[config.mk]
export PLATFORM = sky130hd
export DESIGN_NAME = commit_overlay
export DESIGN_NICKNAME = d
export VERILOG_FILES = /design/src/rtl/commit_overlay.sv
export SDC_FILE = /design/constraint.sdc
export NUM_CORES = 1
export LEC_CHECK = 0
export CAP_MARGIN = 5
export CORE_MARGIN = 5
export CORE_UTILIZATION = 58
export DETAILED_ROUTE_END_ITERATION = 16
export DONT_BUFFER_PORTS = 1
export GPL_ROUTABILITY_DRIVEN = 0
export PLACE_DENSITY_LB_ADDON = 0.12
export SETUP_SLACK_MARGIN = 0.5
export SKIP_LAST_GASP = 1
export SYNTH_ARGS = -nofsm -noshare
export SYNTH_HDL_FRONTEND = slang
export SYNTH_SLANG_ARGS = --single-unit
[constraint.sdc]
create_clock -name clk -period 4 [get_ports clk]
set_clock_uncertainty 0.05 [all_clocks]
set_input_delay 0.2 -clock clk [delete_from_list [all_inputs] [get_ports clk]]
set_output_delay 0.2 -clock clk [all_outputs]
set_load 0.05 [all_outputs]
[src/rtl/commit_overlay.sv]
// commit_overlay: 8-digit hex commit-ID text overlay (5x7 font, SCALE-scaled) plus a free-running blink flag.
// Define COMMIT_OVERLAY_BLINK_EN to gate the overlay with blink so the text flashes.
`default_nettype none

module commit_overlay #(
  parameter int          BLINK_BITS = 26,
  parameter logic [31:0] COMMIT     = 32'h0,
  parameter int          X0         = 0,
  parameter int          Y0         = 0,
  parameter int          SCALE      = 4
) (
  input  logic       clk,
  input  logic       reset,
  input  logic       vsync,
  input  logic       hsync,
  input  logic       active,
  input  logic [2:0] phase,
  output logic [3:0] ovl,
  output logic       blink
);

  localparam logic [10:0] X0_GRP  = 11'(X0 / 4);
  localparam logic [9:0]  Y0_LINE = 10'(Y0);
  localparam logic [2:0]  SUB_MAX = 3'(SCALE - 1);

  logic [BLINK_BITS-1:0] cnt;
  logic [10:0] x_grp;
  logic [9:0]  y_line;
  logic        active_d;
  logic        x_started, y_started;
  logic [7:0]  dot_x;
  logic [2:0]  sub_x;
  logic [3:0]  dot_y;
  logic [2:0]  sub_y;

  logic        x_ok, y_ok, line_end;
  logic [10:0] lane_ds [5];
  logic [7:0]  lane_dot;
  logic [4:0]  row_bits, row_shift;
  logic [3:0]  raw;
  logic        unused_phase;

  assign unused_phase = ^phase;

  function automatic logic [34:0] glyph(input logic [3:0] d);
    case (d)
      4'h0: glyph = {5'h0E, 5'h11, 5'h13, 5'h15, 5'h19, 5'h11, 5'h0E};
      4'h1: glyph = {5'h04, 5'h0C, 5'h04, 5'h04, 5'h04, 5'h04, 5'h0E};
      4'h2: glyph = {5'h0E, 5'h11, 5'h01, 5'h02, 5'h04, 5'h08, 5'h1F};
      4'h3: glyph = {5'h1F, 5'h02, 5'h04, 5'h02, 5'h01, 5'h11, 5'h0E};
      4'h4: glyph = {5'h02, 5'h06, 5'h0A, 5'h12, 5'h1F, 5'h02, 5'h02};
      4'h5: glyph = {5'h1F, 5'h10, 5'h1E, 5'h01, 5'h01, 5'h11, 5'h0E};
      4'h6: glyph = {5'h06, 5'h08, 5'h10, 5'h1E, 5'h11, 5'h11, 5'h0E};
      4'h7: glyph = {5'h1F, 5'h01, 5'h02, 5'h04, 5'h08, 5'h08, 5'h08};
      4'h8: glyph = {5'h0E, 5'h11, 5'h11, 5'h0E, 5'h11, 5'h11, 5'h0E};
      4'h9: glyph = {5'h0E, 5'h11, 5'h11, 5'h0F, 5'h01, 5'h02, 5'h0C};
      4'hA: glyph = {5'h0E, 5'h11, 5'h11, 5'h11, 5'h1F, 5'h11, 5'h11};
      4'hB: glyph = {5'h1E, 5'h11, 5'h11, 5'h1E, 5'h11, 5'h11, 5'h1E};
      4'hC: glyph = {5'h0E, 5'h11, 5'h10, 5'h10, 5'h10, 5'h11, 5'h0E};
      4'hD: glyph = {5'h1C, 5'h12, 5'h11, 5'h11, 5'h11, 5'h12, 5'h1C};
      4'hE: glyph = {5'h1F, 5'h10, 5'h10, 5'h1E, 5'h10, 5'h10, 5'h1F};
      default: glyph = {5'h1F, 5'h10, 5'h10, 5'h1E, 5'h10, 5'h10, 5'h10};
    endcase
  endfunction

  function automatic logic [4:0] glyph_row(input logic [34:0] g, input logic [2:0] r);
    case (r)
      3'd0: glyph_row = g[34:30];
      3'd1: glyph_row = g[29:25];
      3'd2: glyph_row = g[24:20];
      3'd3: glyph_row = g[19:15];
      3'd4: glyph_row = g[14:10];
      3'd5: glyph_row = g[9:5];
      3'd6: glyph_row = g[4:0];
      default: glyph_row = 5'h00;
    endcase
  endfunction

  // Advance a {dot, sub-dot} pair by one pixel; sub-dot wraps at SCALE, replacing a divider.
  function automatic logic [10:0] step_x(input logic [10:0] ds);
    if (ds[2:0] == SUB_MAX) step_x = {ds[10:3] + 8'd1, 3'd0};
    else                    step_x = {ds[10:3], ds[2:0] + 3'd1};
  endfunction

  function automatic logic [6:0] step_y(input logic [6:0] ds);
    if (ds[2:0] == SUB_MAX) step_y = {ds[6:3] + 4'd1, 3'd0};
    else                    step_y = {ds[6:3], ds[2:0] + 3'd1};
  endfunction

  assign x_ok     = x_started || (x_grp == X0_GRP);
  assign y_ok     = y_started || (y_line == Y0_LINE);
  assign line_end = active_d && !active;
  assign blink    = cnt[BLINK_BITS-1];

  always_comb begin
    lane_ds[0] = {dot_x, sub_x};
    for (int i = 0; i < 4; i++) lane_ds[i+1] = step_x(lane_ds[i]);
    raw       = '0;
    lane_dot  = '0;
    row_bits  = '0;
    row_shift = '0;
    for (int i = 0; i < 4; i++) begin
      lane_dot  = lane_ds[i][10:3];
      row_bits  = glyph_row(glyph(COMMIT[{~lane_dot[5:3], 2'b00} +: 4]), dot_y[2:0]);
      // Column 0 maps to the row MSB; columns 5..7 shift out to zero.
      row_shift = row_bits << lane_dot[2:0];
      raw[i]    = active && x_ok && y_ok && (lane_dot < 8'd64) && (dot_y < 4'd7) && row_shift[4];
    end
  end

`ifdef COMMIT_OVERLAY_BLINK_EN
  assign ovl = raw & {4{blink}};
`else
  assign ovl = raw;
`endif

  always_ff @(posedge clk or negedge reset) begin
    if (!reset) begin
      cnt       <= '0;
      x_grp     <= '0;
      y_line    <= '0;
      active_d  <= 1'b0;
      x_started <= 1'b0;
      y_started <= 1'b0;
      dot_x     <= '0;
      sub_x     <= '0;
      dot_y     <= '0;
      sub_y     <= '0;
    end else begin
      cnt      <= cnt + BLINK_BITS'(1);
      active_d <= active;

      if (hsync || !active) begin
        x_grp     <= '0;
        x_started <= 1'b0;
        dot_x     <= '0;
        sub_x     <= '0;
      end else begin
        x_grp <= x_grp + 11'd1;
        if (x_ok) begin
          x_started <= 1'b1;
          if (dot_x < 8'd64) {dot_x, sub_x} <= lane_ds[4];
        end
      end

      if (vsync) begin
        y_line    <= '0;
        y_started <= 1'b0;
        dot_y     <= '0;
        sub_y     <= '0;
      end else if (line_end && (y_line != 10'd1023)) begin
        y_line <= y_line + 10'd1;
        if (y_ok) begin
          y_started <= 1'b1;
          if (dot_y < 4'd8) {dot_y, sub_y} <= step_y({dot_y, sub_y});
        end
      end
    end
  end

endmodule

`default_nettype wire

==> metrics, run 1 <==
Mapped Cells=484; slowest CP cell=a2111oi_4; Slew @ Worst Pin=0.7906 ns; r2r endpoint=dot_x[6]; Layout Nets=554; number of synthesis warnings=0; DRC errors left=0; area delta synth->final=23.44%; Util after Layout=74.69%; critical setup path kind=flop to flop; layout cells sized above 1=23.83%; first-pass GRT wire length=17370 µm; Avg WL per Cell=16.61 µm; vias per cell=5.843; Min-Delay Path Class=primary input to flop; worst vdd ir=0.0002470 V; row count=31; Finished Layout Cells=632; hpwl dp=6757 µm; hold_sp=hsync; maximum achievable frequency=273.8 MHz; I/O pin cnt=13; Post-synth top flop=dfrtp_1; root buffer cell=clkbuf_8; Mapped Area=4436 µm²; syn_area_per_cell=9.164 µm²; Fill cells=518; r2r startpoint=sub_x[0]; post-route ant nets=0; Final min period=3.652 ns; hold slack=0.05236 ns; flops & latches, synth=68; Hold Path Sink=dot_x[6]; Post-synth EDFFs=0; Clock Sinks=68; width of the die=97.45 µm; WP data required=4.21 ns; clk slew on worst S/H paths=0.07 ns; asr flop ratio synth=100.0%; Worst path top cell family by delay=compound AO/OA/AOI/OAI gates; Pleak=2.343 nW; Tot Pwr=1.519 mW; CP Capture Type=flop; # diodes=0; CP cell instances=ha_4 -> nand2b_4 -> nand2_4 -> inv_4 -> ha_4 -> nor3b_2 -> a21oi_1 -> xnor2_1 -> inv_2 -> ha_4 -> nand2_4 -> o21ai_4 -> ha_2 -> o311ai_4 -> nand4b_1 -> a2111oi_4 -> a32oi_1 -> xor2_1 -> o21ai_1; CP peak stage delay=0.43 ns; 1st-pass router iterations=5; Bufs on Longest Clock Path=2; max-slew violation count=0; final setup vio count=0; Worst Setup Start Kind=flop; grt ovf=0; Cell variety after synth=67; Hold Crit Depth=3; WL final=10500 µm; gr usage total=22.07%; worst relative slew slack=47.30%; unrepaired setup endpoints after global routing=true; CTS tree=built; placed insts=581; core area=7331 µm²; syn nets=510; CP most frequent cell=ha_4; status=finished clean; Initial Util=60.51%; fin crit share=91.31%; largest net degree at the start of global routing=69; critical path arrival=3.86 ns; I/O Buffers=0; clk_lat worst skew=0.34 ns; Register-to-Register Setup Slack=0.35 ns; Reg2Reg Depth=19; vias in the first global route=3650; setup_tns=0 ns; register area share after synthesis=38.36%; max_cap viols=0; Fin. Hold Viols=0; Power Density=277.4 nW/µm²; Worst Path Buf+Inv=2; CP Max Fanout=6; H-Tree Depth=3; die area=9497 µm²; CTS Buf Count=9; die height=97.45 µm; DRT iter0 DRCs=244; detailed-route via count=3693; initial antenna violation count=0
cells by family after synthesis:
group,Yosys count,synth area share [%]
AOI/OAI and AO/OA,72,11.54
xor gates and xnor gates,72,14.39
muxes,12,2.765
adders and majority gates,19,5.303
DFF,68,38.36
and+or+nand+nor,199,23.41
buffers and inverters,42,4.231
per-layer routing:
layer	GRT usage, %	wire [µm]	part of all wire [%]	vias to the layer above
li1	-	-	-	1774
met1	29.04	4681	45	1794
met2	36.74	5275	50	111
met3	4.666	435	4.1	14
met4	6.283	104	0.99	0
met5	0	0	0	-
flip-flops by register name, summed over array words and instances, names as in the netlist:
signal / cells
sub_x: 3
y_started: 1
cnt: 26
active_d: 1
x_started: 1
y_line: 10
x_grp: 11
dot_y: 4
dot_x: 8
sub_y: 3
power by group:
part | switching [mW] | internal, mW
clock network | 0.268 | 0.416
registers | 0.00678 | 0.693
logic | 0.0809 | 0.0539
layout make-up:
class,instances,area (µm²),area share (%)
multi-input combinational,374,2885,52.70
sequential,68,1704,31.12
timing repair buffer,50,422.9,7.724
clock buffer,10,127.6,2.331
tap,99,123.9,2.262
clock inverter,6,112.6,2.057
inverter,25,98.84,1.805
synth_stat cells (6+ instances only):
cell / count / area (µm²)
a211oi_1: 6 / 45.04
a21oi_1: 21 / 105.1
and3_1: 11 / 68.82
buf_2: 6 / 30.03
clkbuf_1: 6 / 22.52
dfrtp_1: 68 / 1702
ha_1: 18 / 225.2
inv_1: 22 / 82.58
mux2i_1: 10 / 100.1
nand2_1: 42 / 157.7
nand2b_1: 6 / 37.54
nand3_1: 24 / 120.1
nand4_1: 9 / 56.30
nor2_1: 57 / 214.0
nor3_1: 8 / 40.04
o21ai_0: 12 / 60.06
xnor2_1: 46 / 402.9
xor2_1: 25 / 219.0
worst max path at each step:
stage	cells after the start	slack (ns)	end	startpoint
final	19	0.35	dot_x[6]	sub_x[0]
after global placement	19	0.27	dot_x[6]	sub_x[0]
after global routing	19	0.20	dot_x[6]	sub_x[0]
after detailed placement	19	0.14	dot_x[6]	sub_x[0]
after CTS	17	0.43	ovl[3]	sub_x[0]
after floorplan	20	0.46	dot_x[6]	sub_x[0]
worst reg2reg max path, stage by stage (launching register included):
cell,delay (ns)
dfrtp_1,0.42
ha_4,0.19
nand2b_4,0.11
nand2_4,0.07
inv_4,0.06
ha_4,0.18
nor3b_2,0.17
a21oi_1,0.07
xnor2_1,0.25
inv_2,0.09
ha_4,0.28
nand2_4,0.05
o21ai_4,0.09
ha_2,0.21
o311ai_4,0.12
nand4b_1,0.32
a2111oi_4,0.43
a32oi_1,0.13
xor2_1,0.17
o21ai_1,0.13
timing repair:
action / CTS / global route
pin swaps: 24 / 16
cloned: 0 / 0
hold buffers: 4 / 0
setup endpoints to repair: 5 / 5
resized for setup: 30 / 16
endpoints found under the hold margin: 87 / 0
setup buffers: 21 / 10
through the flow:
| stage | instance area, µm² | worst slack [ns] |
|---|---|---|
| finish | 5475 | 0.3476 |
| CTS | 5303 | 0.4257 |
| global route | 5475 | 0.2010 |
| detailed placement | 4693 | 0.1439 |
| global placement | 4693 | 0.2749 |
| floorplan | 4538 | 0.4591 |
layout by cell type, fill, tap and decap left out, types with 3 or more instances in the layout:
cell type,Yosys,layout
nand3_1,24,24
dfrtp_1,68,66
nor4_1,4,4
buf_4,0,43
nand2_4,0,3
or3_1,3,3
or2_2,3,3
and4bb_2,3,3
ha_1,18,11
nor3_1,8,7
xor2_1,25,23
and3_1,11,11
nand2_1,42,37
xnor2_2,1,5
ha_4,0,5
dlygate4sd3_1,0,3
nand3b_1,3,3
a211oi_1,6,4
nand2b_1,6,4
xnor2_1,46,41
o21a_1,3,3
o21ai_0,12,10
nor2_1,57,56
a21oi_1,21,21
inv_2,2,4
nand4_1,9,9
clkbuf_8,0,9
mux2i_1,10,9
bufinv_16,0,3
inv_1,22,18
and4_1,5,5
No activity file was read; power rests on OpenSTA's default activity.
==> inputs of run 2 (changes only) <==
--- a/config.mk
+++ b/config.mk
@@ -11,6 +11,7 @@
 export DETAILED_ROUTE_END_ITERATION = 16
 export DONT_BUFFER_PORTS = 1
 export GPL_ROUTABILITY_DRIVEN = 0
+export MAX_ROUTING_LAYER = met4
 export PLACE_DENSITY_LB_ADDON = 0.12
 export SETUP_SLACK_MARGIN = 0.5
 export SKIP_LAST_GASP = 1
==> run 2 against run 1 <==
  * Final cell count unchanged
  * Largest power group unchanged
  * Critical path depth unchanged
  * Worst setup slack improved by 0.0042 ns
  * Core utilization unchanged
  * First-iteration DRC count increased by 8.2%
  * Global-route usage increased by 0.60 points
  * Sequential power about the same
  * Power about the same
==> metrics, run 2 (synthesis results as in run 1) <==
design area=5475 µm² (unchanged); WL final=10430 µm (-0.65%); CTS tree=built; I/O pin cnt=13 (unchanged); die area=9497 µm² (unchanged); Logic pwr share=8.9% (about the same); r2r startpoint=sub_x[0]; DRT iter0 DRCs=264 (+8.2%); CP peak stage delay=0.43 ns (about the same); Worst Setup Start Kind=flop; critical path arrival=3.86 ns (about the same); worst vdd ir=0.0002469 V (about the same); WP data required=4.21 ns (about the same); area delta synth->final=23.44% (unchanged); Pleak=2.343 nW (unchanged); root buffer cell=clkbuf_8; max FFs per register=26 (unchanged); CTS Buf Count=9 (unchanged); commonest non-fill, non-tap cell in the layout=dfrtp_1; maximum achievable frequency=274.1 MHz (+0.11%); first-pass GRT wire length=17350 µm (-0.16%); fin crit share=91.21% (-0.10 points); final setup vio count=0 (unchanged); fin worst setup slack=0.3518 ns (+0.004168 ns); # diodes=0 (unchanged); slowest CP cell=a2111oi_4; CP Capture Type=flop; I/O Buffers=0 (unchanged); clk_lat worst skew=0.34 ns (about the same); status=finished clean; Psw=0.3561 mW (+0.10%); Tot Pwr=1.519 mW (about the same); grt ovf=0 (unchanged); pre-CTS setup slack=0.1439 ns (unchanged); register with the most flip-flops=cnt; worst relative slew slack=46.13% (-1.2 points); CP Max Fanout=6 (unchanged); initial antenna violation count=0 (unchanged); vias per cell=5.824 (-0.32%); die height=97.45 µm (unchanged); Util after Layout=74.69% (unchanged); max_cap viols=0 (unchanged); Critical path origin=sub_x[0]; Clock Sinks=68 (unchanged); Area after DPL=4693 µm² (unchanged); Top Registers=cnt x26, x_grp x11, y_line x10; largest net degree at the start of global routing=69 (unchanged); unrepaired setup endpoints after global routing=true; DRC errors left=0 (unchanged); detailed-route via count=3681 (-0.32%); Avg WL per Cell=16.50 µm (-0.65%); max-slew violation count=0 (unchanged); 1st-pass router iterations=5 (unchanged); hold_sp=hsync; H-Tree Depth=3 (unchanged); Flop pwr share=46.1% (about the same); hpwl dp=6757 µm (unchanged); post-route ant nets=0 (unchanged); vias in the first global route=3642 (-0.22%); Power Density=277.4 nW/µm² (about the same); Final min period=3.648 ns (-0.004168 ns); commonest cells after routing, fill and taps aside=66 x dfrtp_1, 56 x nor2_1, 43 x buf_4; critical setup path kind=flop to flop; gr usage total=22.66% (+0.60 points); clk slew on worst S/H paths=0.07 ns (about the same); Fin. Hold Viols=0 (unchanged); clock share of power=45.0% (about the same); Slew @ Worst Pin=0.8081 ns (+0.01752 ns); internal power=1.163 mW (about the same); CP cell instances=ha_4 -> nand2b_4 -> nand2_4 -> inv_4 -> ha_4 -> nor3b_2 -> a21oi_1 -> xnor2_1 -> inv_2 -> ha_4 -> nand2_4 -> o21ai_4 -> ha_2 -> o311ai_4 -> nand4b_1 -> a2111oi_4 -> a32oi_1 -> xor2_1 -> o21ai_1; Min-Delay Path Class=primary input to flop; Bufs on Longest Clock Path=2 (unchanged); setup_tns=0 ns (unchanged); width of the die=97.45 µm (unchanged); core area=7331 µm² (unchanged); Layout Nets=554 (unchanged); Initial Util=60.51% (unchanged); CP most frequent cell=ha_4; layout cells sized above 1=23.83% (unchanged); Sw Share=23.44% (about the same); row count=31 (unchanged)
run 2: cell counts in the layout (fill, tap and decap cells not counted):
Identical to the previous run, type by type.
run 2: worst max-delay path, delay by kind of cell (launching register included):
family	cells	cell delay (ns)
compound gates	6	0.97
fa+ha+maj	4	0.86
simple gates	5	0.71
xor+xnor	2	0.42
flops	1	0.42
buf+inv	2	0.15
run 2: power by group through the flow:
stage / registers (mW) / clock network, mW / logic (mW)
after global routing: 0.701 / 0.727 / 0.147
final: 0.700 / 0.684 / 0.135
after CTS: 0.699 / 0.696 / 0.128
after floorplan: 0.711 / 0 / 0.0703
after global placement: 0.712 / 0 / 0.0933
after detailed placement: 0.713 / 0 / 0.0953
run 2: metrics by stage:
| stage | hold slack [ns] | instances |
|---|---|---|
| after floorplan | -0.1456 | 484 |
| after global placement | -0.1407 | 581 |
| after detailed placement | -0.1409 | 581 |
| after CTS | 0.04301 | 622 |
| after global routing | 0.04760 | 632 |
| final | 0.05188 | 632 |
run 2: routing by layer:
layer	global-route usage, %	share of wire (%)	vias to the layer above
met1	29.00	45	1780
li1	-	-	1776
met3	4.451	4.1	17
met4	6.283	1.2	0
met2	36.85	50	108
met5	-	0	-
run 2: what timing repair did:
action,in CTS,in global routing
pin swaps,24,16
setup buffers,21,10
cloned,0,0
setup endpoints to repair,5,5
resized for setup,30,16
hold buffers,4,0
endpoints found under the hold margin,87,0
run 2: worst paths after layout:
kind | endpoint | slack (ns) | cells after the start
max | dot_x[6] | 0.35 | 19
min | dot_x[6] | 0.05 | 3
max reg2reg | dot_x[6] | 0.35 | 19
min reg2reg | cnt[0] | 0.41 | 1
max in group asynchronous | dot_y[1] | 3.26 | 2
min in group asynchronous | cnt[14] | 0.35 | 2
run 2: cell type report:
cell class,instances,area [µm²]
clock buffers,10,127.6
clock inverters,6,112.6
fillers,518,1856
inverters,25,98.84
multi-input cells,374,2885
flip-flops and latches,68,1704
well taps,99,123.9
repair buffers,50,422.9
==> inputs of run 3 (changes only) <==
--- a/config.mk
+++ b/config.mk
@@ -13,7 +13,6 @@
 export GPL_ROUTABILITY_DRIVEN = 0
 export MAX_ROUTING_LAYER = met4
 export PLACE_DENSITY_LB_ADDON = 0.12
-export SETUP_SLACK_MARGIN = 0.5
 export SKIP_LAST_GASP = 1
 export SYNTH_ARGS = -nofsm -noshare
 export SYNTH_HDL_FRONTEND = slang
==> run 3 against run 2 <==
  * Critical endpoint is now ovl[3]
  * Clock-buffer cell count fell by 1
  * Critical path type is now flop to primary output
  * Core utilization fell by 6.2 points
  * Power fell by 12%
  * Highest routed layer unchanged
  * Register-to-register slack got worse by 0.09 ns
==> metrics, run 3 (synthesis results as in run 1) <==
WP data required=3.75 ns (-0.46 ns); grt ovf=0 (unchanged); H-Tree Depth=3 (unchanged); Avg WL per Cell=15.76 µm (-4.5%); Bufs on Longest Clock Path=2 (unchanged); I/O Buffers=0 (unchanged); layout cells sized above 1=15.32% (-8.5 points); fin crit share=94.67% (+3.5 points); row count=31 (unchanged); Initial Util=60.51% (unchanged); clock share of power=38.3% (-6.7 points); Pleak=2.149 nW (-8.3%); Top Registers=cnt x26, x_grp x11, y_line x10; vias per cell=5.773 (-0.88%); CP cell instances=ha_4 -> nand2b_4 -> buf_4 -> nand2_1 -> nand2_1 -> ha_1 -> inv_1 -> a32oi_1 -> o21ai_2 -> inv_1 -> ha_1 -> xnor2_1 -> xnor2_2 -> a32oi_1 -> a211oi_2 -> o221a_1 -> buf_12; gr usage total=21.86% (-0.80 points); Util after Layout=68.46% (-6.2 points); maximum achievable frequency=264.1 MHz (-3.7%); critical path arrival=3.54 ns (-0.32 ns); clk_lat worst skew=0.35 ns (about the same); placed insts=587 (+1.0%); Finished Layout Cells=608 (-3.8%); Min-Delay Path Class=primary input to flop; final setup vio count=0 (unchanged); I/O pin cnt=13 (unchanged); post-route ant nets=0 (unchanged); Tot Pwr=1.331 mW (-12%); hold slack=0.04935 ns (-0.002533 ns); die area=9497 µm² (unchanged); max-slew violation count=0 (unchanged); width of the die=97.45 µm (unchanged); worst vdd ir=0.0002034 V (-18%); Fill cells=576 (+11%); Worst path top cell family by delay=compound AO/OA/AOI/OAI gates; status=finished clean; CP Max Fanout=4 (-2); Power Density=265.3 nW/µm² (-4.4%); Flop pwr share=52.4% (+6.3 points); area delta synth->final=13.15%; Final min period=3.787 ns (+0.1387 ns); DRT iter0 DRCs=218 (-17%); slowest CP cell=dfrtp_1; die height=97.45 µm (unchanged); CP peak stage delay=0.42 ns (about the same); Worst Setup Start Kind=flop; CTS Buf Count=9 (unchanged); vias in the first global route=3509 (-3.7%); clk slew on worst S/H paths=0.08 ns (about the same); setup_tns=0 ns (unchanged); register with the most flip-flops=cnt; Psw=0.3647 mW (+2.4%); Clock Sinks=68 (unchanged); internal power=0.9666 mW (-17%); detailed-route via count=3510 (-4.6%); commonest non-fill, non-tap cell in the layout=dfrtp_1; max_cap viols=0 (unchanged); commonest cells after routing, fill and taps aside=68 x dfrtp_1, 57 x nor2_1, 44 x xnor2_1; Slew @ Worst Pin=0.8137 ns (+0.005640 ns); # diodes=0 (unchanged); CTS tree=built; WL final=9585 µm (-8.1%); core area=7331 µm² (unchanged); Sw Share=27.40% (+4.0 points); Logic pwr share=9.3% (+0.4 points); Worst Path Buf+Inv=4 (+2); max FFs per register=26 (unchanged); Fin. Hold Viols=0 (unchanged); root buffer cell=clkbuf_8; critical setup path kind=flop to primary output; largest net degree at the start of global routing=69 (unchanged); initial antenna violation count=0 (unchanged); DRC errors left=0 (unchanged); worst relative slew slack=45.75% (-0.38 points); CP Capture Type=primary output; 1st-pass router iterations=4 (-1); first-pass GRT wire length=16790 µm (-3.2%); Layout Nets=530 (-4.3%); hpwl dp=6746 µm (-0.17%)
-- run 3: power by group through the flow --
stage	clock network (mW)	registers, mW	logic [mW]
after floorplan	0	0.711	0.0675
after global placement	0	0.712	0.0946
after detailed placement	0	0.712	0.0967
after CTS	0.528	0.698	0.120
after global routing	0.559	0.699	0.137
final	0.509	0.698	0.124
-- run 3: worst paths after layout --
path                          start       end  slack (ns)  cells after the start
max                        sub_x[0]    ovl[3]        0.21                     17
min                           hsync  dot_x[6]        0.05                      3
max reg2reg                sub_x[0]  dot_x[6]        0.26                     19
min reg2reg                  cnt[0]    cnt[0]        0.41                      1
max in group asynchronous     reset  sub_y[2]        3.28                      2
min in group asynchronous     reset  sub_x[0]        0.33                      2
-- run 3: metrics by stage --
| step | worst slack [ns] | area, µm² |
|---|---|---|
| after CTS | -0.006428 | 4901 |
| final | 0.2130 | 5019 |
| after global placement | 0.1852 | 4648 |
| after global routing | -0.01257 | 5019 |
| after detailed placement | 0.01743 | 4648 |
| after floorplan | 0.07014 | 4442 |
-- run 3: cell type report --
class | instances | area [µm²] | share of cell area (%)
inverters | 25 | 93.84 | 1.870
clock buffers | 9 | 123.9 | 2.468
repair buffers | 26 | 239.0 | 4.762
flip-flops and latches | 68 | 1702 | 33.91
clock inverters | 7 | 51.30 | 1.022
well taps | 99 | 123.9 | 2.468
multi-input cells | 374 | 2685 | 53.50
-- run 3: worst register-to-register path, cell delays in order, from the launching register on --
cell,delay [ns]
dfrtp_1,0.43
ha_4,0.20
nand2b_4,0.09
nand2b_1,0.09
inv_2,0.09
ha_4,0.18
nor3b_2,0.18
a21oi_1,0.08
xnor2_1,0.23
inv_1,0.10
ha_1,0.30
nand2_1,0.08
o21ai_2,0.11
ha_2,0.23
o311ai_4,0.13
a211o_1,0.35
a2111oi_4,0.37
a32oi_1,0.11
xor2_1,0.18
o21ai_1,0.13
-- run 3: layer usage --
metal | vias up | global-route usage (%) | share of wire (%)
li1 | 1734 | - | -
met1 | 1668 | 29.50 | 45
met2 | 93 | 33.21 | 47
met3 | 15 | 3.589 | 5.1
met4 | 0 | 8.200 | 1.9
met5 | - | - | 0
-- run 3: what timing repair did --
item	in CTS	in global routing
endpoints found under the setup margin	3	3
pin swaps	2	4
hold buffers	4	0
buffers inserted	0	1
resized for setup	5	20
endpoints found under the hold margin	87	0
